[config.mk]
export PLATFORM = sky130hd
export DESIGN_NAME = decode_issue
export DESIGN_NICKNAME = d
export VERILOG_FILES = /design/src/rtl/decode_issue.sv
export SDC_FILE = /design/constraint.sdc
export NUM_CORES = 1
export LEC_CHECK = 0
export ABC_AREA = 1
export BUFFER_PORTS_ARGS = -buffer_cell sky130_fd_sc_hd__buf_2
export CAP_MARGIN = 20
export CORE_MARGIN = 3
export CORE_UTILIZATION = 49
export DETAILED_ROUTE_END_ITERATION = 7
export MAX_ROUTING_LAYER = met4
export PLACE_DENSITY = 0.9
export RECOVER_POWER = 100
export SLEW_MARGIN = 10
export SYNTH_ARGS = -nofsm -noshare
export SYNTH_HDL_FRONTEND = slang
export SYNTH_SLANG_ARGS = --single-unit
export TNS_END_PERCENT = 20
[constraint.sdc]
create_clock -name clk -period 1.5 [get_ports clk]
set_input_delay 0.15 -clock clk [delete_from_list [all_inputs] [get_ports clk]]
set_output_delay 0.15 -clock clk [all_outputs]
set_load 0.005 [all_outputs]
[src/rtl/decode_issue.sv]
// decode_issue: decode/issue stage ahead of the ALU.
// Reads regfile, registers ALU controls behind valid/ready.
module decode_issue #(
   parameter int WIDTH = 16,
   parameter int RADDR = 3
) (
   input  logic             clk,
   input  logic             rst_n,
   input  logic [WIDTH-1:0] instr,
   input  logic             instr_valid,
   output logic             instr_ready,
   output logic [RADDR-1:0] rs_addr,
   output logic [RADDR-1:0] rt_addr,
   input  logic [WIDTH-1:0] rs_data,
   input  logic [WIDTH-1:0] rt_data,
   output logic [4:0]       alu_opcode,
   output logic [1:0]       alu_funct,
   output logic [WIDTH-1:0] alu_a,
   output logic [WIDTH-1:0] alu_b,
   output logic             wr_en,
   output logic [RADDR-1:0] wr_reg,
   output logic             out_valid,
   input  logic             out_ready,
   output logic             halted,
   output logic [15:0]      issue_cnt
);

   typedef enum logic {RUN, HALTED} state_t;

   state_t state, state_nx;

   logic [4:0]       opc;
   logic             accept;
   logic [WIDTH-1:0] d_a;
   logic [WIDTH-1:0] d_b;
   logic             d_we;
   logic [RADDR-1:0] d_wr;

   assign opc     = instr[15:11];
   assign rs_addr = instr[10:8];
   assign rt_addr = instr[7:5];
   assign accept  = instr_valid && instr_ready;

   // state register; HALTED is sticky until reset
   always_ff @(posedge clk or negedge rst_n) begin
      if (!rst_n) state <= RUN;
      else        state <= state_nx;
   end

   // leave RUN once a HALT has been accepted
   always_comb begin
      state_nx = state;
      if (state == RUN && accept && opc == 5'b00000)
         state_nx = HALTED;
   end

   // handshake outputs derived from state and issue occupancy
   always_comb begin
      halted      = (state == HALTED);
      instr_ready = (state == RUN) && (!out_valid || out_ready);
   end

   // operand B and writeback selection by opcode class
   always_comb begin
      d_a  = rs_data;
      d_b  = '0;
      d_we = 1'b0;
      d_wr = '0;
      unique case (1'b1)
         (opc[4:1] == 4'b0100): begin
            d_b  = {{(WIDTH-5){instr[4]}}, instr[4:0]};
            d_wr = instr[7:5];
            d_we = 1'b1;
         end
         (opc[4:1] == 4'b0101): begin
            d_b  = {{(WIDTH-5){1'b0}}, instr[4:0]};
            d_wr = instr[7:5];
            d_we = 1'b1;
         end
         (opc[4:2] == 3'b101): begin
            d_b  = {{(WIDTH-4){1'b0}}, instr[3:0]};
            d_wr = instr[7:5];
            d_we = 1'b1;
         end
         (opc[4:1] == 4'b1101),
         (opc[4:2] == 3'b111): begin
            d_b  = rt_data;
            d_wr = instr[4:2];
            d_we = 1'b1;
         end
         (opc == 5'b11001): begin
            d_wr = instr[4:2];
            d_we = 1'b1;
         end
         (opc == 5'b11000): begin
            d_a  = '0;
            d_b  = {{(WIDTH-8){instr[7]}}, instr[7:0]};
            d_wr = instr[10:8];
            d_we = 1'b1;
         end
         (opc == 5'b10010): begin
            d_b  = {{(WIDTH-8){1'b0}}, instr[7:0]};
            d_wr = instr[10:8];
            d_we = 1'b1;
         end
         (opc == 5'b10001): begin
            d_b  = {{(WIDTH-5){instr[4]}}, instr[4:0]};
            d_wr = instr[7:5];
            d_we = 1'b1;
         end
         (opc == 5'b10000): begin
            d_b  = {{(WIDTH-5){instr[4]}}, instr[4:0]};
         end
         (opc == 5'b10011): begin
            d_b  = {{(WIDTH-5){instr[4]}}, instr[4:0]};
            d_wr = instr[10:8];
            d_we = 1'b1;
         end
         (opc[4:1] == 4'b0011): begin
            d_wr = '1;
            d_we = 1'b1;
         end
         default: ;
      endcase
   end

   // issue register: load on accept, otherwise empty on drain
   always_ff @(posedge clk or negedge rst_n) begin
      if (!rst_n) begin
         out_valid  <= 1'b0;
         alu_opcode <= '0;
         alu_funct  <= '0;
         alu_a      <= '0;
         alu_b      <= '0;
         wr_en      <= 1'b0;
         wr_reg     <= '0;
      end else if (accept) begin
         out_valid  <= 1'b1;
         alu_opcode <= opc;
         alu_funct  <= instr[1:0];
         alu_a      <= d_a;
         alu_b      <= d_b;
         wr_en      <= d_we;
         wr_reg     <= d_wr;
      end else if (out_ready) begin
         out_valid  <= 1'b0;
      end
   end

   // count every accepted instruction, wrapping
   always_ff @(posedge clk or negedge rst_n) begin
      if (!rst_n)      issue_cnt <= '0;
      else if (accept) issue_cnt <= issue_cnt + 16'd1;
   end

endmodule
==> flow_metrics.env <==
export IMPL_rsz0062_at_grt="true"
export IMPL_clk_latency_ns=0.33
export IMPL_pwr_share_seq=0.489
export IMPL_syn_area_um2=3160
export IMPL_maxSlewHeadroom=0.461
export IMPL_slowest_stage="dfrtp_1"
export IMPL_max_cap_violations=0
export IMPL_highest_layer="met4"
export IMPL_top_regs="alu_a: 16 flops, alu_b: 16 flops, issue_cnt: 16 flops"
export IMPL_fin_crit_ns=1.44
export IMPL_core_area_um2=6100
export IMPL_slew_viol_final=0
export IMPL_grt_max_degree=62
export IMPL_p_int_mw=2.55
export IMPL_wire_per_inst_um=14.5
export IMPL_drtPass1Iterations=5
export IMPL_final_net_count=578
export IMPL_arrival_ns=1.65
export IMPL_path_delay_family="simple AND/OR/NAND/NOR gates"
export IMPL_p_per_area_nw_per_um2=822
export IMPL_crit_type="reg2reg"
export IMPL_path_buf_inv=0
export IMPL_grt_ovfl_total=0
export IMPL_vdd_ir_drop_worst_mv=0.678
export IMPL_grt_pass1_wl_mm=14.3
export IMPL_leakagePower_nw=2.41
export IMPL_outcome="finished, final reports clean"
export IMPL_vias=3197
export IMPL_dpl_cell_count=584
export IMPL_ant_nets=0
export IMPL_port_buffers=119
export IMPL_grt_pass1_vias=2995
export IMPL_reg2reg_setup_slack_ns=0.06
export IMPL_synth_cells=403
export IMPL_crit_chain="ha_1 -> nand3_1 -> nor2_2 -> nand3_1 -> xnor2_2"
export IMPL_clk_path_buf_depth=2
export IMPL_dr_wl_met2_mm=4.19
export IMPL_die_h_um=86.3
export IMPL_place_hpwl_mm=5.97
export IMPL_wl_met3_um=730
export IMPL_syn_nets=456
export IMPL_antenna_found_initial=0
export IMPL_clkSinkCount=61
export IMPL_crit_path_end_kind="flip-flop"
export IMPL_combPwrFrac=0.084
export IMPL_drt_total_wl_mm=8.78
export IMPL_worst_ep_required_time_ns=1.72
export IMPL_synthFlopType="dfrtp_1"
export IMPL_viasPerCell=5.28
export IMPL_fmax_mhz=697
export IMPL_die_w_um=86.3
export IMPL_hold_violations=0
export IMPL_htree_levels=3
export IMPL_synth_cell_types=27
export IMPL_avgSynthCellArea_um2=7.83
export IMPL_seq_area_frac_synth=0.484
export IMPL_start_util=0.518
export IMPL_ctsRootBufferMaster="clkbuf_8"
export IMPL_finClkSkew_ns=0.00375
export IMPL_crit_top_cell="nand3_1"
export IMPL_antenna_cells=0
export IMPL_power_switching_mw=0.808
export IMPL_max_stage_delay_ns=0.41
export IMPL_wl_met1_mm=3.67
export IMPL_synth_edff_count=0
export IMPL_cts_buffers=9
export IMPL_tightest_slew_ns=0.808
export IMPL_drt_iter0_drc=209
export IMPL_syn2layout_area_growth_pct=29.5
export IMPL_hold_path_class="in2reg"
export IMPL_cp_max_fo=4
export IMPL_place_gp_congestion=0.970
export IMPL_clkPwrFrac=0.426
export IMPL_post_route_util=0.671
export IMPL_switching_share=0.240
export IMPL_cts_tree="done"
export IMPL_fillers=530
export IMPL_fin_crit_sh=0.957
export IMPL_grt_total_usage=0.254
export IMPL_async_reset_ff_frac=1.00
export IMPL_synth_warnings=0
export IMPL_drc=0
export IMPL_placementRows=28
export IMPL_drive_gt1_frac=0.277
export IMPL_ys_seq_elements=61
export IMPL_startpoint_type="flip-flop"
export IMPL_path_clk_slew_ns=0.07
export IMPL_fin_cells=605
export IMPL_setup_viol=0
export IMPL_die_area_um2=7440
export IMPL_ioPinCount=120
-- repair_timing --
item                                   in CTS  in global routing
pin swaps                                   0                  5
resized for setup                           1                 12
setup buffers                               0                  2
endpoints found under the hold margin      61                  0
setup endpoints to repair                   2                 29
cloned                                      2                  0
hold buffers                                1                  0
-- power by group through the flow --
stage	combinational, mW	clock, mW	sequential (mW)
6_report	0.283	1.43	1.64
3_5_place_dp	0.286	0	1.68
5_1_grt	0.316	1.54	1.64
2_1_floorplan	0.137	0	1.68
3_3_place_gp	0.281	0	1.68
4_1_cts	0.289	1.45	1.64
-- metrics by stage --
step                      TNS [ns]  area [um2]  power [mW]  hold WS [ns]  worst slack, ns
after floorplan                  0        3160        1.81        -0.146            0.229
final                            0        4090        3.36        0.0326           0.0650
after global routing       -0.0673        4090        3.50        0.0318          -0.0293
after CTS                        0        4090        3.39        0.0193          0.00268
after detailed placement   -0.0683        3810        1.96         0.180          -0.0593
after global placement           0        3810        1.96         0.177          0.00333
-- worst paths after layout --
kind,from,endpoint,cells after the start
worst max-delay path,issue_cnt[1],issue_cnt[6],5
worst min-delay path,rs_data[2],alu_a[2],3
worst max register to register,issue_cnt[1],issue_cnt[6],5
worst min register to register,alu_opcode[0],alu_opcode[0],2
max in group asynchronous,rst_n,issue_cnt[0],3
min in group asynchronous,rst_n,alu_opcode[0],3
-- placed cells by master, fill, tap and decap left out, drive strengths merged --
cell type,Yosys,routed
nand3,47,47
a21oi,3,3
clkbuf,2,38
a31o,1,1
bufinv,0,1
nand4,16,16
clkinv,0,2
nand2,157,157
xor2,7,7
inv,35,35
dfrtp,61,61
xnor2,5,5
clkinvlp,0,1
bufbuf,0,2
nor2,27,27
buf,18,102
nor3,5,5
ha,1,1
o21ai,17,17
dlygate4sd3,0,1
a2bb2oi,1,1
-- area by class of cell --
type | count | area, um2 | area share
multi-input cells | 287 | 1410 | 0.345
flip-flops and latches | 61 | 1530 | 0.374
well taps | 75 | 93.8 | 0.0229
clock inverters | 4 | 47.5 | 0.0116
clock buffers | 12 | 145 | 0.0355
inverters | 35 | 131 | 0.0321
repair buffers | 131 | 732 | 0.179
-- cells by family (layout without fill, tap and decap cells) --
kind of cell             Yosys count  in the layout  synth area share
AND/OR/NAND/NOR                  252            252             0.359
adder cells (fa/ha/maj)            1              1           0.00396
flip-flops                        61             61             0.484
buffers and inverters             55            182            0.0820
AO/OA/AOI/OAI                     22             22            0.0384
XOR/XNOR                          12             12            0.0333
-- cell usage after synthesis (all sizes together), types with 3 or more instances --
cell,instances,area [um2]
dfrtp,61,1530
nand3,47,240
xnor2,5,43.8
a21oi,3,15.0
nand4,16,100
nor3,5,25.0
xor2,7,61.3
buf,18,120
inv,35,131
nand2,157,614
o21ai,17,88.8
nor2,27,153
-- layer usage --
layer | global-route usage | up-vias
met5 | - | -
met4 | 0.105 | 0
met3 | 0.0399 | 18
met2 | 0.399 | 166
met1 | 0.330 | 1485
li1 | - | 1528
-- worst min-delay path: stages --
cell and delay [ns]:
buf_2 0.08, nand3_1 0.06, nand2_1 0.05
(Power assumes the default switching activity.)
